[src/rtl/cr_mc_fifo_wrap.sv]
// Multi-channel FIFO: N_CHANNELS logical queues statically partitioned in one
// shared storage array, one write and one read per cycle, registered read data.
module cr_mc_fifo_wrap #(
   parameter  int N_DATA_BITS  = 64,
   parameter  int N_CHANNELS   = 4,
   parameter  int N_ENTRIES    = 8,
   parameter  int N_AFULL_VAL  = 1,
   parameter  int N_AEMPTY_VAL = 1,
   localparam int CH_W         = (N_CHANNELS > 1) ? $clog2(N_CHANNELS) : 1,
   localparam int CNT_W        = $clog2(N_ENTRIES + 1)
) (
   input  logic                        clk_sys,
   input  logic                        rst,
   input  logic                        wen,
   input  logic [CH_W-1:0]             wch,
   input  logic [N_DATA_BITS-1:0]      wdata,
   input  logic                        ren,
   input  logic [CH_W-1:0]             rch,
   input  logic                        clr_err,
   output logic [N_DATA_BITS-1:0]      rdata,
   output logic                        rvalid,
   output logic [N_CHANNELS-1:0]       full,
   output logic [N_CHANNELS-1:0]       afull,
   output logic [N_CHANNELS-1:0]       empty,
   output logic [N_CHANNELS-1:0]       aempty,
   output logic [N_CHANNELS*CNT_W-1:0] used_slots,
   output logic [N_CHANNELS-1:0]       overflow,
   output logic [N_CHANNELS-1:0]       underflow
);

   localparam int PTR_W  = (N_ENTRIES > 1) ? $clog2(N_ENTRIES) : 1;
   localparam int DEPTH  = N_CHANNELS * N_ENTRIES;
   localparam int ADDR_W = (DEPTH > 1) ? $clog2(DEPTH) : 1;

   logic [N_DATA_BITS-1:0] mem_q [DEPTH];

   logic [PTR_W-1:0]       wptr_q [N_CHANNELS];
   logic [PTR_W-1:0]       wptr_d [N_CHANNELS];
   logic [PTR_W-1:0]       rptr_q [N_CHANNELS];
   logic [PTR_W-1:0]       rptr_d [N_CHANNELS];
   logic [CNT_W-1:0]       used_q [N_CHANNELS];
   logic [CNT_W-1:0]       used_d [N_CHANNELS];
   logic [N_DATA_BITS-1:0] rdata_q, rdata_d;
   logic                   rvalid_q, rvalid_d;
   logic [N_CHANNELS-1:0]  ovf_q, ovf_d;
   logic [N_CHANNELS-1:0]  unf_q, unf_d;

   logic              wch_ok, rch_ok;
   logic              wr_full, rd_empty;
   logic              wr_acc, rd_acc;
   logic [ADDR_W-1:0] waddr, raddr;

   // Depth need not be a power of two, so wrap on an explicit compare.
   function automatic logic [PTR_W-1:0] ptr_inc(input logic [PTR_W-1:0] p);
      return (p == PTR_W'(N_ENTRIES - 1)) ? '0 : p + 1'b1;
   endfunction

   always_comb begin
      wch_ok   = int'(wch) < N_CHANNELS;
      rch_ok   = int'(rch) < N_CHANNELS;
      wr_full  = 1'b0;
      rd_empty = 1'b0;
      waddr    = '0;
      raddr    = '0;
      if (wch_ok) begin
         wr_full = (used_q[wch] == CNT_W'(N_ENTRIES));
         waddr   = ADDR_W'(int'(wch) * N_ENTRIES + int'(wptr_q[wch]));
      end
      if (rch_ok) begin
         rd_empty = (used_q[rch] == '0);
         raddr    = ADDR_W'(int'(rch) * N_ENTRIES + int'(rptr_q[rch]));
      end
      wr_acc = wen && wch_ok && !wr_full;
      rd_acc = ren && rch_ok && !rd_empty;
   end

   always_comb begin
      for (int c = 0; c < N_CHANNELS; c++) begin
         wptr_d[c] = wptr_q[c];
         rptr_d[c] = rptr_q[c];
         used_d[c] = used_q[c];
         if (wr_acc && int'(wch) == c) begin
            wptr_d[c] = ptr_inc(wptr_q[c]);
         end
         if (rd_acc && int'(rch) == c) begin
            rptr_d[c] = ptr_inc(rptr_q[c]);
         end
         used_d[c] = used_q[c]
                   + CNT_W'(wr_acc && int'(wch) == c)
                   - CNT_W'(rd_acc && int'(rch) == c);
      end

      rdata_d  = rd_acc ? mem_q[raddr] : rdata_q;
      rvalid_d = rd_acc;

      // A new error in the same cycle as clr_err must survive the clear.
      ovf_d = clr_err ? '0 : ovf_q;
      unf_d = clr_err ? '0 : unf_q;
      if (wen && wch_ok && wr_full) begin
         ovf_d[wch] = 1'b1;
      end
      if (ren && rch_ok && rd_empty) begin
         unf_d[rch] = 1'b1;
      end
   end

   always_ff @(posedge clk_sys) begin
      if (rst) begin
         for (int c = 0; c < N_CHANNELS; c++) begin
            wptr_q[c] <= '0;
            rptr_q[c] <= '0;
            used_q[c] <= '0;
         end
         rdata_q  <= '0;
         rvalid_q <= 1'b0;
         ovf_q    <= '0;
         unf_q    <= '0;
      end else begin
         for (int c = 0; c < N_CHANNELS; c++) begin
            wptr_q[c] <= wptr_d[c];
            rptr_q[c] <= rptr_d[c];
            used_q[c] <= used_d[c];
         end
         rdata_q  <= rdata_d;
         rvalid_q <= rvalid_d;
         ovf_q    <= ovf_d;
         unf_q    <= unf_d;
      end
   end

   // Storage is not reset; a write pending during reset is discarded.
   always_ff @(posedge clk_sys) begin
      if (!rst && wr_acc) begin
         mem_q[waddr] <= wdata;
      end
   end

   always_comb begin
      for (int c = 0; c < N_CHANNELS; c++) begin
         full[c]   = (used_q[c] == CNT_W'(N_ENTRIES));
         empty[c]  = (used_q[c] == '0);
         afull[c]  = (N_ENTRIES - int'(used_q[c])) <= N_AFULL_VAL;
         aempty[c] = int'(used_q[c]) <= N_AEMPTY_VAL;
         used_slots[c*CNT_W +: CNT_W] = used_q[c];
      end
   end

   assign rdata     = rdata_q;
   assign rvalid    = rvalid_q;
   assign overflow  = ovf_q;
   assign underflow = unf_q;

endmodule

[config.mk]
export PLATFORM = sky130hd
export DESIGN_NAME = cr_mc_fifo_wrap
export DESIGN_NICKNAME = d
export VERILOG_FILES = /design/src/rtl/cr_mc_fifo_wrap.sv
export SDC_FILE = /design/constraint.sdc
export NUM_CORES = 2
export LEC_CHECK = 0
export BUFFER_PORTS_ARGS = -buffer_cell sky130_fd_sc_hd__buf_2
export CAP_MARGIN = 20
export CORE_MARGIN = 3
export CORE_UTILIZATION = 28
export CTS_CLUSTER_DIAMETER = 50
export DETAILED_ROUTE_END_ITERATION = 16
export GPL_TIMING_DRIVEN = 1
export PLACE_DENSITY = 0.54
export REMOVE_ABC_BUFFERS = 1
export SYNTH_ARGS = -nofsm -noshare
export SYNTH_HDL_FRONTEND = slang
export SYNTH_SLANG_ARGS = --single-unit
[constraint.sdc]
create_clock -name clk_sys -period 6.2 [get_ports clk_sys]
set_input_delay 0.31 -clock clk_sys [delete_from_list [all_inputs] [get_ports clk_sys]]
set_output_delay 0.31 -clock clk_sys [all_outputs]
set_load 0.1 [all_outputs]
==> impl_metrics.py <==
metrics = {
    "clock_network": {
        "worstSkewPairLatency_ps": 910,
        "numCtsBuffers": 235,
        "ctsHtreeMaxLevel": 4,
        "cts.sink_count": 2161,
        "clk_transition_reported_paths_ps": 60,
        "cts_tree": "done",
        "clock_path_buffers": 4,
        "cts_root_buf": "clkbuf_16",
    },
    "sta": {
        "tightest_slew_ps": 1120,
        "final-setup-viol-count": 0,
        "rsz0062_at_grt": "false",
        "whs_ps": 36.3,
        "maxSlewViolCount": 0,
        "fin_crit_ps": 4290,
        "fmax_ghz": 0.233,
        "hold_viol": 0,
        "relSlewSlack_pct": 25.2,
        "fin_crit_sh_pct": 69.2,
        "clock_skew_ps": 68.5,
    },
    "placement": {
        "place_congestion": 0.754,
        "hpwl_um": 130000,
        "dpl_cell_area_um2": 90700,
        "io_buffers": 177,
        "dp_cells": 9221,
    },
    "yosys": {
        "ys_ff_latch": 2161,
        "synth_area_per_cell_um2": 16.0,
        "ys_warn_count": 0,
        "synth.distinct_cells": 52,
        "netlist_area_um2": 84800,
        "ys_seq_area_share_pct": 75.2,
        "synth_edf_count": 2048,
        "ys_async_sr_fraction_pct": 0,
        "syn_inst": 5300,
        "synth_ff_type": "edfxtp_1",
    },
    "critical_path": {
        "start_kind": "flip-flop",
        "timing.rr.start": "used_q[2][1]$_SDFF_PP0_",
        "r2r_cells": 7,
        "critPathRequiredTime_ps": 6660,
        "rrSetupSlack_ps": 1910,
        "crit_path_end_kind": "flip-flop",
        "startpoint": "used_q[2][1]$_SDFF_PP0_",
        "worstPathArrival_ps": 4750,
        "crit_type": "reg2reg",
        "worst_r2r_endpoint": "mem_q[6][14]$_DFFE_PP_",
        "worst-path-max-fanout": 29,
    },
    "pwr": {
        "cellLeakagePower_nw": 30.8,
        "ir_worst_vdd_mv": 0.286,
        "power_density_nw_per_um2": 359,
        "power_mw": 35.6,
    },
    "detailed_routing": {
        "ant_nets": 0,
        "drt-initial-drc-count": 4484,
        "first_pass_iters": 5,
        "finalWirelength_um": 244000,
        "drc": 0,
        "num_vias": 48800,
        "wire_per_inst_um": 25.1,
        "vias_per_cell": 5.01,
    },
    "hold_path": {
        "worst_hold_startpoint": "wdata[2]",
        "holdPathEnd": "mem_q[2][2]$_DFFE_PP_",
        "min_path_type": "in2reg",
        "hold_depth": 1,
    },
    "finish": {
        "utilization_pct": 33.0,
        "nets": 5701,
        "finalNonFillerCells": 9732,
        "syn_to_final_growth_pct": 17.1,
        "design_area_um2": 99300,
        "drive_gt1_share_pct": 15.3,
    },
    "global_routing": {
        "antenna_found_initial": 29,
        "grt_pass1_vias": 47800,
        "grt_pass1_wl_um": 347000,
        "grt_overflow": 0,
        "grt_max_degree": 188,
        "grt_use_total_pct": 15.2,
    },
    "die": {
        "io_pins": 178,
        "core_um2": 301000,
        "initial_core_util_pct": 28.2,
        "rows": 201,
        "die-area_um2": 309000,
        "die_x_um": 556,
        "die_h_um": 556,
    },
    "job": {
        "maxCapViolations": 0,
    },
    "status": {
        "outcome": "finished, final reports clean",
    },
}
==> cell usage after synthesis (all sizes together), types with 2 or more instances <==
cell type / instances / area (µm²)
a211o: 2 / 17.5
a211oi: 254 / 1910
a21oi: 23 / 115
a22oi: 6 / 45.0
a311oi: 188 / 1650
a31oi: 129 / 807
a32oi: 2 / 17.5
and2: 136 / 851
and3: 5 / 31.3
buf: 163 / 1060
clkbuf: 194 / 728
dfxtp: 113 / 2260
edfxtp: 2048 / 61500
fa: 4 / 80.1
ha: 56 / 701
inv: 35 / 131
mux2: 131 / 1480
mux2i: 473 / 4750
mux4: 6 / 135
nand2: 535 / 2010
nand2b: 7 / 43.8
nand3: 10 / 50.1
nand3b: 2 / 15.0
nor2: 141 / 529
nor2b: 75 / 469
nor3: 3 / 15.0
nor4: 68 / 425
nor4b: 2 / 17.5
o211ai: 2 / 15.0
o21a: 4 / 30.0
o21ai: 262 / 1310
o221ai: 66 / 578
o22ai: 128 / 801
o32ai: 2 / 17.5
or3: 9 / 56.3
xnor2: 4 / 35.0
xor2: 4 / 35.0
==> final cells by class <==
class,count,area (µm²)
Multi-Input combinational cell,2747,19500
Sequential cell,2161,63800
Clock inverter,130,1480
Timing Repair Buffer,388,3020
Inverter,35,131
Fill cell,28700,201000
Antenna cell,8,20.0
Clock buffer,305,6420
Tap cell,3958,4950
==> state kept, by name (all words and copies together) (netlist names) <==
name and flops:
rptr_q 12, overflow 4, rvalid 1, used_q 16
mem_q 2048, rdata 64, underflow 4, wptr_q 12
==> critical path, cell delays in order, from the launching register on <==
cell and delay, ps:
dfxtp_1 480, nor4b_1 120, a221oi_1 300, a31oi_1 190, nand2b_1 250, or4b_2 920
nor2_4 880, buf_4 700
==> how the worst max path moves through the flow <==
stage | to | depth (start not counted) | slack, ps
after floorplan | rdata[24]$_SDFFE_PP0P_ | 5 | -7870
after global placement | rdata[11]$_SDFFE_PP0P_ | 8 | 1820
after detailed placement | rdata[11]$_SDFFE_PP0P_ | 8 | 1740
after CTS | mem_q[6][20]$_DFFE_PP_ | 7 | 1900
after global routing | mem_q[6][57]$_DFFE_PP_ | 7 | 1740
final | mem_q[6][14]$_DFFE_PP_ | 7 | 1910
==> timing repair <==
| action | CTS | global route |
|---|---|---|
| hold buffers | 67 | 0 |
| buffers inserted | 0 | 0 |
| endpoints found under the hold margin | 1964 | 0 |
| gates resized for setup | 0 | 0 |
==> cell families (layout without fill, tap and decap cells) <==
family	Yosys count	count (layout)	synth area share, %
AO/OA/AOI/OAI	1072	1072	8.66
XOR/XNOR	8	8	0.0826
adder cells (fa/ha/maj)	60	60	0.921
buffers and inverters	392	858	2.26
flip-flops	2161	2161	75.2
multiplexers	610	610	7.50
other	0	8	0
AND/OR/NAND/NOR	997	997	5.36
==> placed cells by master (no fill, tap or decap), types with 6 or more instances in the layout <==
cell type,Yosys,routed
clkinvlp_4,0,10
or3_1,9,9
o21ai_0,242,242
o221ai_1,66,66
buf_4,36,114
clkbuf_16,0,236
a31oi_1,129,129
nor2_1,141,108
a21oi_1,23,23
clkinv_4,0,8
dfxtp_1,113,113
nor2_4,0,33
inv_6,0,18
a311oi_1,188,188
nor4_1,68,68
and2_0,78,78
buf_12,0,30
inv_1,35,35
clkbuf_8,0,26
mux2i_1,472,472
clkinv_1,0,15
dlygate4sd3_1,0,67
nand2_1,535,534
a22oi_1,6,6
a211oi_1,254,254
bufinv_16,0,23
diode_2,0,8
and2_1,58,58
buf_2,93,176
nor2b_1,75,73
o22ai_1,128,128
clkbuf_1,194,43
o21ai_1,20,20
mux2_2,130,127
clkinv_2,0,43
nand3_1,10,6
ha_1,56,56
edfxtp_1,2048,2048
==> layer usage <==
layer | GRT usage [%] | wire length, µm | vias up
li1 | - | - | 21400
met1 | 21.2 | 108000 | 25300
met2 | 24.5 | 113000 | 1651
met3 | 2.53 | 15800 | 397
met4 | 4.27 | 6700 | 14
met5 | 0 | 77 | -
==> through the flow <==
step,setup slack (ps),setup TNS [ps]
floorplan,-7870,-519540
global placement,1820,0
detailed placement,1740,0
CTS,1900,0
global route,1740,0
finish,1910,0
==> where the power goes <==
group | switching [mW] | total [mW] | internal, mW | leakage, nW
clock network | 5.87 | 14.2 | 8.33 | 3.88
registers | 0.249 | 16.4 | 16.2 | 19.3
logic | 3.78 | 4.97 | 1.19 | 7.63
total | 9.90 | 35.6 | 25.7 | 30.8
Power figures use the tool's default switching activity.
